$ cat src/rtl/alu_arb_pkg.sv
// Shared types and constants for the two-requester ALU arbiter.
// Holds the FSM state encoding, the latched command format and the
// requester count used by alu_arbiter and alu_arb_pick.
// The command struct is sized by ARB_ADDR_WIDTH / ARB_DATA_WIDTH, which are
// also the defaults of the top-level ADDR_WIDTH / DATA_WIDTH parameters.
package alu_arb_pkg;

    localparam int NUM_REQ        = 2;
    localparam int ARB_ADDR_WIDTH = 5;
    localparam int ARB_DATA_WIDTH = 32;

    typedef enum logic [1:0] {
        IDLE = 2'd0,
        EXEC = 2'd1,
        RESP = 2'd2
    } state_t;

    typedef struct packed {
        logic [ARB_ADDR_WIDTH-1:0] rs1;
        logic [ARB_ADDR_WIDTH-1:0] rs2;
        logic [ARB_ADDR_WIDTH-1:0] rd;
        logic [ARB_DATA_WIDTH-1:0] imm;
        logic                      alu_src;
        logic [3:0]                alu_ctrl;
        logic                      reg_write;
        logic                      id;
    } cmd_t;

endpackage

$ cat src/rtl/alu_arb_pick.sv
// Combinational grant selector.
// Ports:
//   valid - per-requester request vector
//   ptr   - preferred requester index (tie-break winner)
//   grant - one-hot grant, all zero when nothing is valid
module alu_arb_pick
    import alu_arb_pkg::*;
(
    input  logic [NUM_REQ-1:0] valid,
    input  logic               ptr,
    output logic [NUM_REQ-1:0] grant
);

    always_comb begin
        grant = '0;
        if (valid[ptr]) begin
            grant[ptr] = 1'b1;
        end else if (valid[~ptr]) begin
            grant[~ptr] = 1'b1;
        end
    end

endmodule

$ cat src/rtl/alu_arbiter.sv
// Arbitrates two command requesters onto a single ALU datapath.
// One command at a time: IDLE (grant/accept) -> EXEC (one cycle, datapath
// driven, result captured) -> RESP (held until consumed) -> IDLE.
// Ports:
//   clk_i, rst_i           - clock, synchronous active-high reset
//   req_*_i / req_ready_o  - per-requester command channel (flattened, n-th
//                            slice belongs to requester n)
//   dp_*_o / dp_*_i        - datapath control out, ALU result/equal flag in
//   resp_*                 - response channel with valid/ready handshake
// Build option: ALU_ARB_ROUND_ROBIN_EN selects round-robin arbitration;
// without it requester 0 always has priority.
module alu_arbiter
    import alu_arb_pkg::*;
#(
    parameter int ADDR_WIDTH = ARB_ADDR_WIDTH,
    parameter int DATA_WIDTH = ARB_DATA_WIDTH
) (
    input  logic                          clk_i,
    input  logic                          rst_i,
    input  logic [NUM_REQ-1:0]            req_valid_i,
    output logic [NUM_REQ-1:0]            req_ready_o,
    input  logic [NUM_REQ*ADDR_WIDTH-1:0] req_rs1_i,
    input  logic [NUM_REQ*ADDR_WIDTH-1:0] req_rs2_i,
    input  logic [NUM_REQ*ADDR_WIDTH-1:0] req_rd_i,
    input  logic [NUM_REQ*DATA_WIDTH-1:0] req_imm_i,
    input  logic [NUM_REQ-1:0]            req_alu_src_i,
    input  logic [NUM_REQ*4-1:0]          req_alu_ctrl_i,
    input  logic [NUM_REQ-1:0]            req_reg_write_i,
    output logic [ADDR_WIDTH-1:0]         dp_rs1_o,
    output logic [ADDR_WIDTH-1:0]         dp_rs2_o,
    output logic [ADDR_WIDTH-1:0]         dp_rd_o,
    output logic [DATA_WIDTH-1:0]         dp_imm_o,
    output logic                          dp_alu_src_o,
    output logic [3:0]                    dp_alu_ctrl_o,
    output logic                          dp_reg_write_o,
    output logic                          dp_reg_write_src_o,
    input  logic [DATA_WIDTH-1:0]         dp_alu_out_i,
    input  logic                          dp_eq_i,
    output logic                          resp_valid_o,
    input  logic                          resp_ready_i,
    output logic                          resp_id_o,
    output logic [DATA_WIDTH-1:0]         resp_data_o,
    output logic                          resp_eq_o
);

    state_t                state_reg, state_next;
    cmd_t                  cmd_reg, cmd_next;
    cmd_t                  req_cmd [NUM_REQ];
    logic [DATA_WIDTH-1:0] resp_data_reg;
    logic                  resp_eq_reg;
    logic [NUM_REQ-1:0]    grant;
    logic                  ptr_sel;
    logic                  accept;

    // Unpack the flattened request buses into one command per requester.
    genvar gi;
    generate
        for (gi = 0; gi < NUM_REQ; gi++) begin : g_req
            assign req_cmd[gi] = '{
                rs1:       req_rs1_i[gi*ADDR_WIDTH +: ADDR_WIDTH],
                rs2:       req_rs2_i[gi*ADDR_WIDTH +: ADDR_WIDTH],
                rd:        req_rd_i[gi*ADDR_WIDTH +: ADDR_WIDTH],
                imm:       req_imm_i[gi*DATA_WIDTH +: DATA_WIDTH],
                alu_src:   req_alu_src_i[gi],
                alu_ctrl:  req_alu_ctrl_i[gi*4 +: 4],
                reg_write: req_reg_write_i[gi],
                id:        1'(gi)
            };
        end
    endgenerate

    alu_arb_pick u_pick (
        .valid (req_valid_i),
        .ptr   (ptr_sel),
        .grant (grant)
    );

    // With two requesters the upper grant bit is the winner's index.
    assign cmd_next = req_cmd[grant[NUM_REQ-1]];

`ifdef ALU_ARB_ROUND_ROBIN_EN
    logic ptr_reg;

    // After every accept the other requester becomes preferred.
    always_ff @(posedge clk_i) begin
        if (rst_i) begin
            ptr_reg <= 1'b0;
        end else if (accept) begin
            ptr_reg <= ~cmd_next.id;
        end
    end

    assign ptr_sel = ptr_reg;
`else
    assign ptr_sel = 1'b0;
`endif

    always_comb begin
        state_next  = state_reg;
        req_ready_o = '0;
        accept      = 1'b0;
        case (state_reg)
            IDLE: begin
                req_ready_o = grant;
                if (|req_valid_i) begin
                    accept     = 1'b1;
                    state_next = EXEC;
                end
            end
            EXEC: state_next = RESP;
            RESP: begin
                if (resp_ready_i) begin
                    state_next = IDLE;
                end
            end
            default: state_next = IDLE;
        endcase
        // A reset edge wins over any handshake in the same cycle.
        if (rst_i) begin
            req_ready_o = '0;
            accept      = 1'b0;
        end
    end

    always_ff @(posedge clk_i) begin
        if (rst_i) begin
            state_reg     <= IDLE;
            cmd_reg       <= '0;
            resp_data_reg <= '0;
            resp_eq_reg   <= 1'b0;
        end else begin
            state_reg <= state_next;
            if (accept) begin
                cmd_reg <= cmd_next;
            end
            if (state_reg == EXEC) begin
                resp_data_reg <= dp_alu_out_i;
                resp_eq_reg   <= dp_eq_i;
            end
        end
    end

    // Datapath fields always reflect the command register; only the write
    // enable is qualified, and reset gates it so an in-flight write is lost.
    assign dp_rs1_o           = cmd_reg.rs1;
    assign dp_rs2_o           = cmd_reg.rs2;
    assign dp_rd_o            = cmd_reg.rd;
    assign dp_imm_o           = cmd_reg.imm;
    assign dp_alu_src_o       = cmd_reg.alu_src;
    assign dp_alu_ctrl_o      = cmd_reg.alu_ctrl;
    assign dp_reg_write_o     = (state_reg == EXEC) && cmd_reg.reg_write && !rst_i;
    assign dp_reg_write_src_o = 1'b0;

    assign resp_valid_o = (state_reg == RESP) && !rst_i;
    assign resp_id_o    = cmd_reg.id;
    assign resp_data_o  = resp_data_reg;
    assign resp_eq_o    = resp_eq_reg;

endmodule

$ cat config.mk
export PLATFORM = sky130hd
export DESIGN_NAME = alu_arbiter
export DESIGN_NICKNAME = d
export VERILOG_FILES = /design/src/rtl/alu_arb_pkg.sv /design/src/rtl/alu_arb_pick.sv /design/src/rtl/alu_arbiter.sv
export SDC_FILE = /design/constraint.sdc
export NUM_CORES = 1
export LEC_CHECK = 0
export ABC_AREA = 1
export BUFFER_PORTS_ARGS = -buffer_cell sky130_fd_sc_hd__buf_2
export CAP_MARGIN = 25
export CORE_ASPECT_RATIO = 1.5
export CORE_MARGIN = 5
export CORE_UTILIZATION = 40
export CTS_BUF_LIST = sky130_fd_sc_hd__clkbuf_4 sky130_fd_sc_hd__clkbuf_8
export CTS_CLUSTER_DIAMETER = 30
export CTS_CLUSTER_SIZE = 20
export DETAILED_ROUTE_END_ITERATION = 8
export PLACE_DENSITY = 0.8
export SLEW_MARGIN = 15
export SYNTH_ARGS = -nofsm -noshare
export SYNTH_HDL_FRONTEND = slang
export SYNTH_SLANG_ARGS = --single-unit
export TNS_END_PERCENT = 5
$ cat constraint.sdc
create_clock -name clk_i -period 3.4 [get_ports clk_i]
set_clock_uncertainty 0.05 [all_clocks]
set_input_delay 0.85 -clock clk_i [delete_from_list [all_inputs] [get_ports clk_i]]
set_output_delay 0.85 -clock clk_i [all_outputs]
set_load 0.02 [all_outputs]
Word-level counts from Yosys, hierarchy flattened
Cells that the tools add are included.
Widths: inputs -> output; s select.

operators by class
  reductions and logical operators = 7
  equality and inequality tests = 4
  $lt $le $gt $ge = 1
  bitwise gates (word level) = 1
  mux-type cells = 13

operators with widths
  kind                number
  $mux 54             3
  $mux 2              6
  $pmux 2 s3          1
  $ne 2x2->1 const B  2
  $logic_and 1x1->1   3
  $mux 1              3
  $eq 2x1->1 const B  1
  $eq 2x2->1 const B  1
  $ge 2x2->1 const B  1
  $logic_not 2->1     1
  $not 1->2           1
  $reduce_and 2->1    1
  $reduce_or 2->1     1
  $logic_not 1->1     1

word-level totals
  flip-flop bits (word level) = 89
  input port bits = 144

Logic depth before layout (Yosys ltp)
Gate-level depths: netlist (run 1).

  depth in word-level cells = 6
  depth in mapped cells = 8

Cells and area by module
From an unflattened synthesis (run 1), not the netlist that was laid out.

second synthesis, totals
  cell total of the unflattened synthesis = 730
  area, all modules = 4628.2 um2

modules (own cells, without submodules)
  module        sequential area each (um2)  cells an instance  instances  area each (um2)
  alu_arbiter   1781.7                      726                1          4600.7
  alu_arb_pick  0.0                         4                  1          27.5

Worst setup path before layout (run 1)
Ideal clock, no wire load.

  kind = input -> output
  from = in req_valid_i[0]
  to = out req_ready_o[1]
  data arrival time = 1455 ps
  data required time = 2500 ps
  path slack = 1045 ps
  stages = 5
  cells stage by stage = inv_2 > buf_6 > buf_2 > nand4_1 > inv_1

between the ends
  word-level cells in the longest chain between the ends = 3

ends and longest elaborated chain
  element             line                source
  start: declaration  alu_arbiter.sv:20   input logic [NUM_REQ-1:0] req_valid_i,
  $mux 2              alu_arb_pick.sv:16  if (valid[ptr]) begin
  $mux 2              alu_arbiter.sv:102  case (state_reg)
  $mux 2              alu_arbiter.sv:119  if (rst_i) begin
  end: declaration    alu_arbiter.sv:21   output logic [NUM_REQ-1:0] req_ready_o,

Every way passes these cells.

Final worst setup path (run 1)
  from = in rst_i
  to = out dp_reg_write_o

between the ends
  word-level cells in the longest chain between the ends = 2

ends and longest elaborated chain
  element             line                source
  start: declaration  alu_arbiter.sv:19   input logic rst_i,
  $logic_not 1->1     alu_arbiter.sv:151  assign dp_reg_write_o = (state_reg == EXEC) && cmd_reg.reg_write && !rst_i;
  $logic_and 1x1->1   alu_arbiter.sv:151
  end: declaration    alu_arbiter.sv:35   output logic dp_reg_write_o,

Every way passes these cells.

==> results.json, run 1 <==
{
  "die_w_um": 96.2,
  "r2r-start": "state_reg[1]",
  "cts_max_level": 3,
  "vias_per_cell": 4.64,
  "num_vias": 4347,
  "clkTransAtPathRegs_ns": 0.09,
  "slew_headroom_pct": 57.0,
  "hold_path.startpoint": "resp_id_o",
  "pre_cts_slack_ns": 0.829,
  "synth_cells": 627,
  "ctsResizeCount": 0,
  "n_fill_cell": 1129,
  "multi_input_area_um2": 1980,
  "wirelength_mm": 12.6,
  "cp.arrival_ns": 1.62,
  "io_pins": 235,
  "detail_route.first_pass.iterations": 4,
  "die-area_um2": 13400,
  "final_util_pct": 49.2,
  "drc": 0,
  "synth_seq_cells": 89,
  "hold_end": "resp_id_o",
  "hold_path.class": "flop to flop",
  "grt_pass1_vias": 4069,
  "rsz0062_at_grt": "false",
  "finalHoldViolCount": 0,
  "drive_above_1_share_pct": 33.6,
  "yosysUniqueCellTypes": 21,
  "setup_viol": 0,
  "antenna_found_initial": 0,
  "setup_slack_ns": 0.875,
  "final_antenna_net_count": 0,
  "reg2regPathDepth": 4,
  "powerDensity_nw_per_um2": 490,
  "syn_area_um2": 4460,
  "grt_max_degree": 57,
  "hold_buffers": 0,
  "drv_cap": 0,
  "nNetsFinal": 928,
  "leakage_uw": 0.00305,
  "period_needed_ns": 2.52,
  "track_usage_pct": 18.1,
  "ir_drop_mv": 0.268,
  "hpwlAfterDp_mm": 9.06,
  "portBuffers": 233,
  "cts_inserted_buffers": 9,
  "die_h_um": 139,
  "status": "complete, no violations",
  "design_area_um2": 5410,
  "fp-row-count": 47,
  "setup_tns_ns": 0,
  "cts_root_buffer": "clkbuf_8",
  "synth_nets": 771,
  "avgSynthCellArea_um2": 7.11,
  "clock.fmax_mhz": 396,
  "cp_max_fo": 56,
  "min_path_cells": 2,
  "cts_tree": "yes",
  "gp_congestion": 0.839,
  "clkLatencyLatePin_ns": 0.34,
  "start_util_pct": 40.5,
  "clock_sinks": 89,
  "r2r_end": "dp_alu_src_o",
  "synth-seq-area-share_pct": 40.0,
  "placed_area_um2": 5200,
  "finalCritPeriodShare_pct": 74.3,
  "end_kind": "primary output",
  "grt_pass1_wl_mm": 19.5,
  "coreArea_um2": 11000,
  "wire_per_inst_um": 13.5,
  "grt-ovfl-total": 0,
  "crit_type": "input port to primary output",
  "final-max-slew-violation-count": 0,
  "area_growth_syn_to_layout_pct": 21.2,
  "worst_pin_slew_ns": 0.645,
  "start_kind": "input port",
  "yosysWarnings": 0,
  "cts_setup_buffers": 0,
  "drt-initial-drc-count": 119,
  "clockBufferDepth": 2,
  "worstPathRequired_ns": 2.50,
  "whs_ns": 0.425,
  "antennaDiodeCount": 0,
  "seqCellArea_um2": 1780,
  "rrSetupSlack_ns": 1.78
}
through the flow:
stage,std cells,power [uW]
floorplan,627,1800
global placement,920,1940
detailed placement,920,1950
CTS,936,2690
global route,936,2810
finish,936,2650
layout by cell type (no fill, tap or decap), drive strengths merged:
cell type and n:
a21oi 1, buf 240, bufinv 1, clkbuf 10, clkinv 4, clkinvlp 1
conb 1, dfxtp 89, inv 10, nand2 111, nand3 56, nand4 1
nor2 177, o21ai 33, o21bai 53, o22ai 1
Yosys cell counts, drive strengths merged:
cell	number	area share, %
inv	10	0.84
dfxtp	89	40
o22ai	1	0.14
o21ai	33	3.7
clkbuf	9	0.79
a21oi	1	0.11
nor2	177	15
nand2	111	9.5
nand4	1	0.14
buf	85	14
o21bai	53	8.9
nand3	56	6.6
conb	1	0.084
logic make-up (layout without fill, tap and decap cells):
group / after synthesis / after routing / synth area share [%]
simple gates: 345 / 345 / 31.5
buf+inv: 104 / 266 / 15.5
flops: 89 / 89 / 40.0
compound gates: 88 / 88 / 12.9
other cells: 1 / 1 / 0.0841
critical path, stage by stage:
cell and delay [ns]:
buf_2 0.09, buf_4 0.39, nor2_1 0.10, buf_2 0.18
per-layer routing:
metal  track usage [%]  share of wire (%)  vias up
li1                  -                  -     2250
met1              20.2                 39     1923
met2              32.0                 52      151
met3              4.59                7.2       23
met4              7.12                2.4        0
met5                 0                  0        -
area by class of cell:
class | instances | area share (%)
Multi-Input combinational cell | 434 | 36.7
Clock inverter | 6 | 1.27
Inverter | 10 | 0.694
Clock buffer | 10 | 2.43
Sequential cell | 89 | 33.0
Timing Repair Buffer | 240 | 22.5
Tap cell | 147 | 3.40
report_power, final:
| part | switching [uW] | total (uW) | internal (uW) |
|---|---|---|---|
| Clock | 378 | 729 | 351 |
| Sequential | 58.3 | 1220 | 1160 |
| Combinational | 449 | 698 | 249 |
how the worst max path moves through the flow:
stage | from | slack (ns) | to
floorplan | req_valid_i[0] | 1.04 | req_ready_o[1]
global placement | rst_i | 0.83 | dp_reg_write_o
detailed placement | rst_i | 0.83 | dp_reg_write_o
CTS | rst_i | 0.83 | dp_reg_write_o
global route | rst_i | 0.78 | dp_reg_write_o
finish | rst_i | 0.88 | dp_reg_write_o
Power figures use the tool's default switching activity.
==> run 2, diff against run 1 <==
--- a/config.mk
+++ b/config.mk
@@ -5,7 +5,7 @@
 export SDC_FILE = /design/constraint.sdc
 export NUM_CORES = 1
 export LEC_CHECK = 0
-export ABC_AREA = 1
+export ABC_AREA = 0
 export BUFFER_PORTS_ARGS = -buffer_cell sky130_fd_sc_hd__buf_2
 export CAP_MARGIN = 25
 export CORE_ASPECT_RATIO = 1.5
@@ -15,7 +15,7 @@
 export CTS_CLUSTER_DIAMETER = 30
 export CTS_CLUSTER_SIZE = 20
 export DETAILED_ROUTE_END_ITERATION = 8
-export PLACE_DENSITY = 0.8
+export PLACE_DENSITY = 0.81
 export SLEW_MARGIN = 15
 export SYNTH_ARGS = -nofsm -noshare
 export SYNTH_HDL_FRONTEND = slang
==> constraint.sdc (replaced) <==
create_clock -name clk_i -period 2.63 [get_ports clk_i]
set_clock_uncertainty 0.05 [all_clocks]
set_input_delay 0.6575 -clock clk_i [delete_from_list [all_inputs] [get_ports clk_i]]
set_output_delay 0.6575 -clock clk_i [all_outputs]
set_load 0.02 [all_outputs]
==> run 2 against run 1 <==
Net effect:
- synthesized area fell by 2.3%
- final area rose by 0.21%
- via count fell by 13%
- sequential share of layout area fell by 0.069 points
- wire length fell by 7.3%
- global-route usage fell by 0.86 points
- worst hold slack got worse by 0.022 ns
- critical path depth fell by 1
- first-iteration DRC count fell by 9.2%
- non-clock buffer count rose by 2
- worst setup slack got worse by 0.42 ns
- combinational power rose by 19%
- critical path type is now flop to primary output
==> results.json, run 2 <==
{
  "status": "complete, no violations",
  "final_util_pct": 50.9,
  "synth_area_leader_cell": "dfxtp_1",
  "n_fill_cell": 986,
  "syn_area_um2": 4360,
  "synth-xor-area-share_pct": 0,
  "cts_max_level": 3,
  "final_antenna_net_count": 0,
  "whs_ns": 0.403,
  "num_vias": 3780,
  "crit_chain": "nand2b_1 > nor3b_1 > buf_2",
  "slowest_stage": "dfxtp_1",
  "detail_route.first_pass.iterations": 4,
  "final_common_cell": "buf_2",
  "wirelength_met1_mm": 4.23,
  "cp.arrival_ns": 1.47,
  "drt-initial-drc-count": 108,
  "fp-row-count": 46,
  "synth_seq_cells": 89,
  "placed_area_um2": 5200,
  "powerDensity_nw_per_um2": 614,
  "multi_input_area_um2": 1970,
  "synthFlopType": "dfxtp_1",
  "setup_tns_ns": 0,
  "synth.most_common_cell": "dfxtp_1",
  "cts_tree": "yes",
  "rsz0062_at_grt": "false",
  "finalCritPeriodShare_pct": 82.7,
  "coreArea_um2": 10600,
  "leakage_uw": 0.00265,
  "avgSynthCellArea_um2": 9.55,
  "grt_max_degree": 64,
  "start_kind": "flop",
  "clockBufferDepth": 2,
  "io_pins": 235,
  "yosys.area_share.simple_pct": 7.64,
  "worstPathRequired_ns": 1.92,
  "finalHoldViolCount": 0,
  "synth_cells": 456,
  "synth_fa_ha_area_share_pct": 0,
  "async_flop_share_pct": 0,
  "clkLatencyLatePin_ns": 0.35,
  "critical-path-top-delay-family": "flip-flops",
  "crit_buf_inv": 1,
  "die_w_um": 95.2,
  "die-area_um2": 13100,
  "gp_congestion": 0.766,
  "ys_top_cells_by_count": "89 x dfxtp_1, 88 x a21oi_1, 66 x nand2_1",
  "wirelength_mm": 11.7,
  "grt_pass1_wl_mm": 17.9,
  "end_kind": "primary output",
  "final_cell_mix": "232 x buf_2, 89 x dfxtp_1, 88 x a21oi_1",
  "hold_buffers": 0,
  "drv_cap": 0,
  "drc": 0,
  "hpwlAfterDp_mm": 8.97,
  "antenna_found_initial": 0,
  "wire_per_inst_um": 15.3,
  "synth-seq-area-share_pct": 40.9,
  "met2_wirelength_mm": 6.21,
  "synth-edff-count": 0,
  "met3_length_um": 972,
  "slew_headroom_pct": 44.2,
  "track_usage_pct": 17.3,
  "synth_top_family_by_area": "compound AO/OA/AOI/OAI gates",
  "setup_viol": 0,
  "clock_sinks": 89,
  "synthMuxAreaShare_pct": 12.2,
  "start_util_pct": 40.9,
  "crit_type": "flop to primary output",
  "nNetsFinal": 759,
  "cts_setup_buffers": 0,
  "clock.fmax_mhz": 460,
  "worst_pin_slew_ns": 0.836,
  "highest_layer": "met4",
  "portBuffers": 233,
  "synth_nets": 600,
  "ir_drop_mv": 0.491,
  "cts_inserted_buffers": 9,
  "ctsResizeCount": 0,
  "synth_top_area_share_pct": 40.9,
  "drive_above_1_share_pct": 50.3,
  "hold_path.class": "flop to flop",
  "grt-ovfl-total": 0,
  "synth_compound_area_share_pct": 24.9,
  "die_h_um": 138,
  "yosysUniqueCellTypes": 22,
  "design_area_um2": 5420,
  "antennaDiodeCount": 0,
  "slowest_delay_ns": 0.49,
  "area_growth_syn_to_layout_pct": 24.4,
  "grt_pass1_vias": 3683,
  "final-max-slew-violation-count": 0,
  "synth_area_leaders": "dfxtp_1 41%, a211oi_2 14%, mux2i_1 12%, a21oi_1 10%, buf_4 9.1%",
  "period_needed_ns": 2.17,
  "vias_per_cell": 4.95,
  "clkTransAtPathRegs_ns": 0.08,
  "yosysWarnings": 0,
  "cp_max_fo": 6,
  "seqCellArea_um2": 1780,
  "cts_root_buffer": "clkbuf_8"
}
## run 2: cell types whose count changed after synthesis, sizes merged, moves of 9 or more
cell,change
nand2,-45
a211oi,+53
a21oi,+87
buf,-9
clkbuf,+9
inv,-10
o21bai,-53
o21ai,-33
nor2,-177
mux2i,+53
nand3,-56
## run 2: kinds of logic (layout without fill, tap and decap cells)
family | count (synthesis) | in the layout
other | 1 | 1
multiplexers | 53 | 53
flip-flops | 89 | 89
AO/OA/AOI/OAI | 141 | 141
buffers and inverters | 94 | 258
AND/OR/NAND/NOR | 78 | 78
## run 2: worst min-delay path: stages, from the launching register on
cell	delay [ns]
dfxtp_1	0.31
nand2_1	0.05
a21oi_1	0.05
## run 2: path summary, 6_finish.rpt
check	start	end	slack, ns	cells past startpoint
worst min register to register	resp_data_o[26]	resp_data_o[26]	0.40	2
worst max register to register	state_reg[1]	dp_imm_o[27]	0.91	4
worst min-delay path	resp_data_o[26]	resp_data_o[26]	0.40	2
worst max-delay path	state_reg[0]	dp_reg_write_o	0.46	3
## run 2: area by class of cell
class                           instances  area share, %
Clock buffer                           11           2.80
Tap cell                              144           3.33
Multi-Input combinational cell        273           36.3
Clock inverter                          5           1.16
Sequential cell                        89           32.9
Timing Repair Buffer                  242           23.5
## run 2: where the power goes
part / switching, uW / internal [uW]
Clock: 475 / 496
Combinational: 502 / 332
Sequential: 58.4 / 1460
## run 2: stage by stage
step / total power (uW) / std cells / worst slack [ns]
2_1_floorplan: 2200 / 456 / 0.142
3_3_place_gp: 2360 / 748 / 0.570
3_5_place_dp: 2400 / 748 / 0.540
4_1_cts: 3380 / 764 / 0.439
5_1_grt: 3520 / 764 / 0.271
6_report: 3330 / 764 / 0.456
## run 2: per-layer routing
layer	GRT usage, %	vias to the layer above
li1	-	1869
met1	18.9	1739
met2	30.8	151
met3	5.19	21
met4	6.50	0
met5	0	-
==> run 3, diff against run 2 <==
==> constraint.sdc (replaced) <==
create_clock -name clk_i -period 2.2 [get_ports clk_i]
set_clock_uncertainty 0.05 [all_clocks]
set_input_delay 0.55 -clock clk_i [delete_from_list [all_inputs] [get_ports clk_i]]
set_output_delay 0.55 -clock clk_i [all_outputs]
set_load 0.02 [all_outputs]
==> run 3 against run 2 <==
Net effect:
- non-clock buffer count grew 1
- critical path depth did not move
- final area rose by 0.23%
- clock power grew 28%
- first-iteration DRC count increased by 27%
- clock-buffer cell count is 2 lower
- final cell count is 0.13% higher
- sequential share of layout area down 0.076 points
- critical path type unchanged
==> results.json, run 3 (same netlist as run 2, synthesis figures left out) <==
{
  "critical-path-top-delay-family": "flip-flops",
  "final_cell_mix": "232 x buf_2, 89 x dfxtp_1, 88 x a21oi_1",
  "grt_pass1_wl_mm": 17.6,
  "ctsResizeCount": 0,
  "powerDensity_nw_per_um2": 746,
  "finalHoldViolCount": 0,
  "cts_setup_buffers": 0,
  "whs_ns": 0.381,
  "wire_per_inst_um": 15.3,
  "post-place-cells": 749,
  "worstPathRequired_ns": 1.60,
  "gp_congestion": 0.746,
  "hpwlAfterDp_mm": 8.93,
  "area_growth_syn_to_layout_pct": 24.6,
  "drt-initial-drc-count": 137,
  "worst_pin_slew_ns": 0.528,
  "crit_type": "flop to primary output",
  "crit_buf_inv": 1,
  "detail_route.first_pass.iterations": 6,
  "hold_buffers": 0,
  "setup_tns_ns": 0,
  "track_usage_pct": 17.0,
  "drc": 0,
  "cts_max_level": 3,
  "setup_viol": 0,
  "wirelength_mm": 11.7,
  "drive_above_1_share_pct": 50.6,
  "finalCritPeriodShare_pct": 94.6,
  "start_util_pct": 40.9,
  "ir_drop_mv": 0.397,
  "final_antenna_net_count": 0,
  "portBuffers": 233,
  "die_h_um": 138,
  "vias_per_cell": 4.94,
  "grt_max_degree": 89,
  "clock.fmax_mhz": 480,
  "grt_pass1_vias": 3769,
  "cts_inserted_buffers": 9,
  "cts_root_buffer": "clkbuf_8",
  "clkTransAtPathRegs_ns": 0.09,
  "cp_max_fo": 6,
  "crit_chain": "nand2b_1 > nor3b_1 > buf_2",
  "stdcell_count": 765,
  "grt-ovfl-total": 0,
  "rsz0062_at_grt": "false",
  "start_kind": "flop",
  "slowest_stage": "dfxtp_1",
  "status": "complete, no violations",
  "nNetsFinal": 760,
  "clock_sinks": 89,
  "slew_headroom_pct": 64.8,
  "n_fill_cell": 955,
  "die-area_um2": 13100,
  "antennaDiodeCount": 0,
  "hold_path.class": "input port to flop",
  "antenna_found_initial": 0,
  "final-max-slew-violation-count": 0,
  "coreArea_um2": 10600,
  "drv_cap": 0,
  "fp-row-count": 46,
  "end_kind": "primary output",
  "clockBufferDepth": 2,
  "die_w_um": 95.2,
  "slowest_delay_ns": 0.47,
  "io_pins": 235,
  "leakage_uw": 0.00266,
  "period_needed_ns": 2.08,
  "num_vias": 3779,
  "final_common_cell": "buf_2",
  "cp.arrival_ns": 1.48,
  "cts_tree": "yes",
  "clkLatencyLatePin_ns": 0.34
}
## run 3: power breakdown
part	switching, uW	internal (uW)	leakage (uW)
Combinational	599	392	0.00182
Clock	589	649	0.000106
Sequential	73.9	1750	0.000732
Total	1260	2790	0.00266
## run 3: per-layer routing
layer,wire length (um),global-route usage (%),vias up
met5,0,0,-
met4,192,6.90,0
met3,942,4.26,15
met2,6270,31.5,177
met1,4290,18.0,1725
li1,-,-,1862
## run 3: layout make-up
| class | instances | area [um^2] | share of cell area, % |
|---|---|---|---|
| Sequential cell | 89 | 1780 | 32.8 |
| Timing Repair Buffer | 243 | 1270 | 23.4 |
| Clock buffer | 9 | 124 | 2.28 |
| Multi-Input combinational cell | 273 | 1970 | 36.3 |
| Tap cell | 144 | 180 | 3.32 |
| Clock inverter | 7 | 101 | 1.87 |
## run 3: worst reg2reg max path, stage by stage, from the launching register on
cell	delay, ns
dfxtp_1	0.38
nor3_4	0.30
and2_4	0.19
buf_4	0.44
a211oi_1	0.16
## run 3: through the flow
step                      cell area [um^2]  util, %  total power [uW]  worst slack, ns
after floorplan                       4360        -              2630           0.0740
after global placement                5200     48.9              2820            0.259
after detailed placement              5200     48.9              2860            0.195
after CTS                             5430     51.0              4120           0.0796
after global routing                  5430     51.0              4280           0.0442
final                                 5430     51.0              4050            0.119
## run 3: final timing paths
| check | start | endpoint | slack [ns] | depth (start not counted) |
|---|---|---|---|---|
| worst max register to register | state_reg[1] | dp_imm_o[27] | 0.54 | 4 |
| worst min-delay path | dp_alu_out_i[13] | resp_data_o[13] | 0.38 | 3 |
| worst min register to register | resp_data_o[27] | resp_data_o[27] | 0.40 | 2 |
| worst max-delay path | state_reg[0] | dp_reg_write_o | 0.12 | 3 |
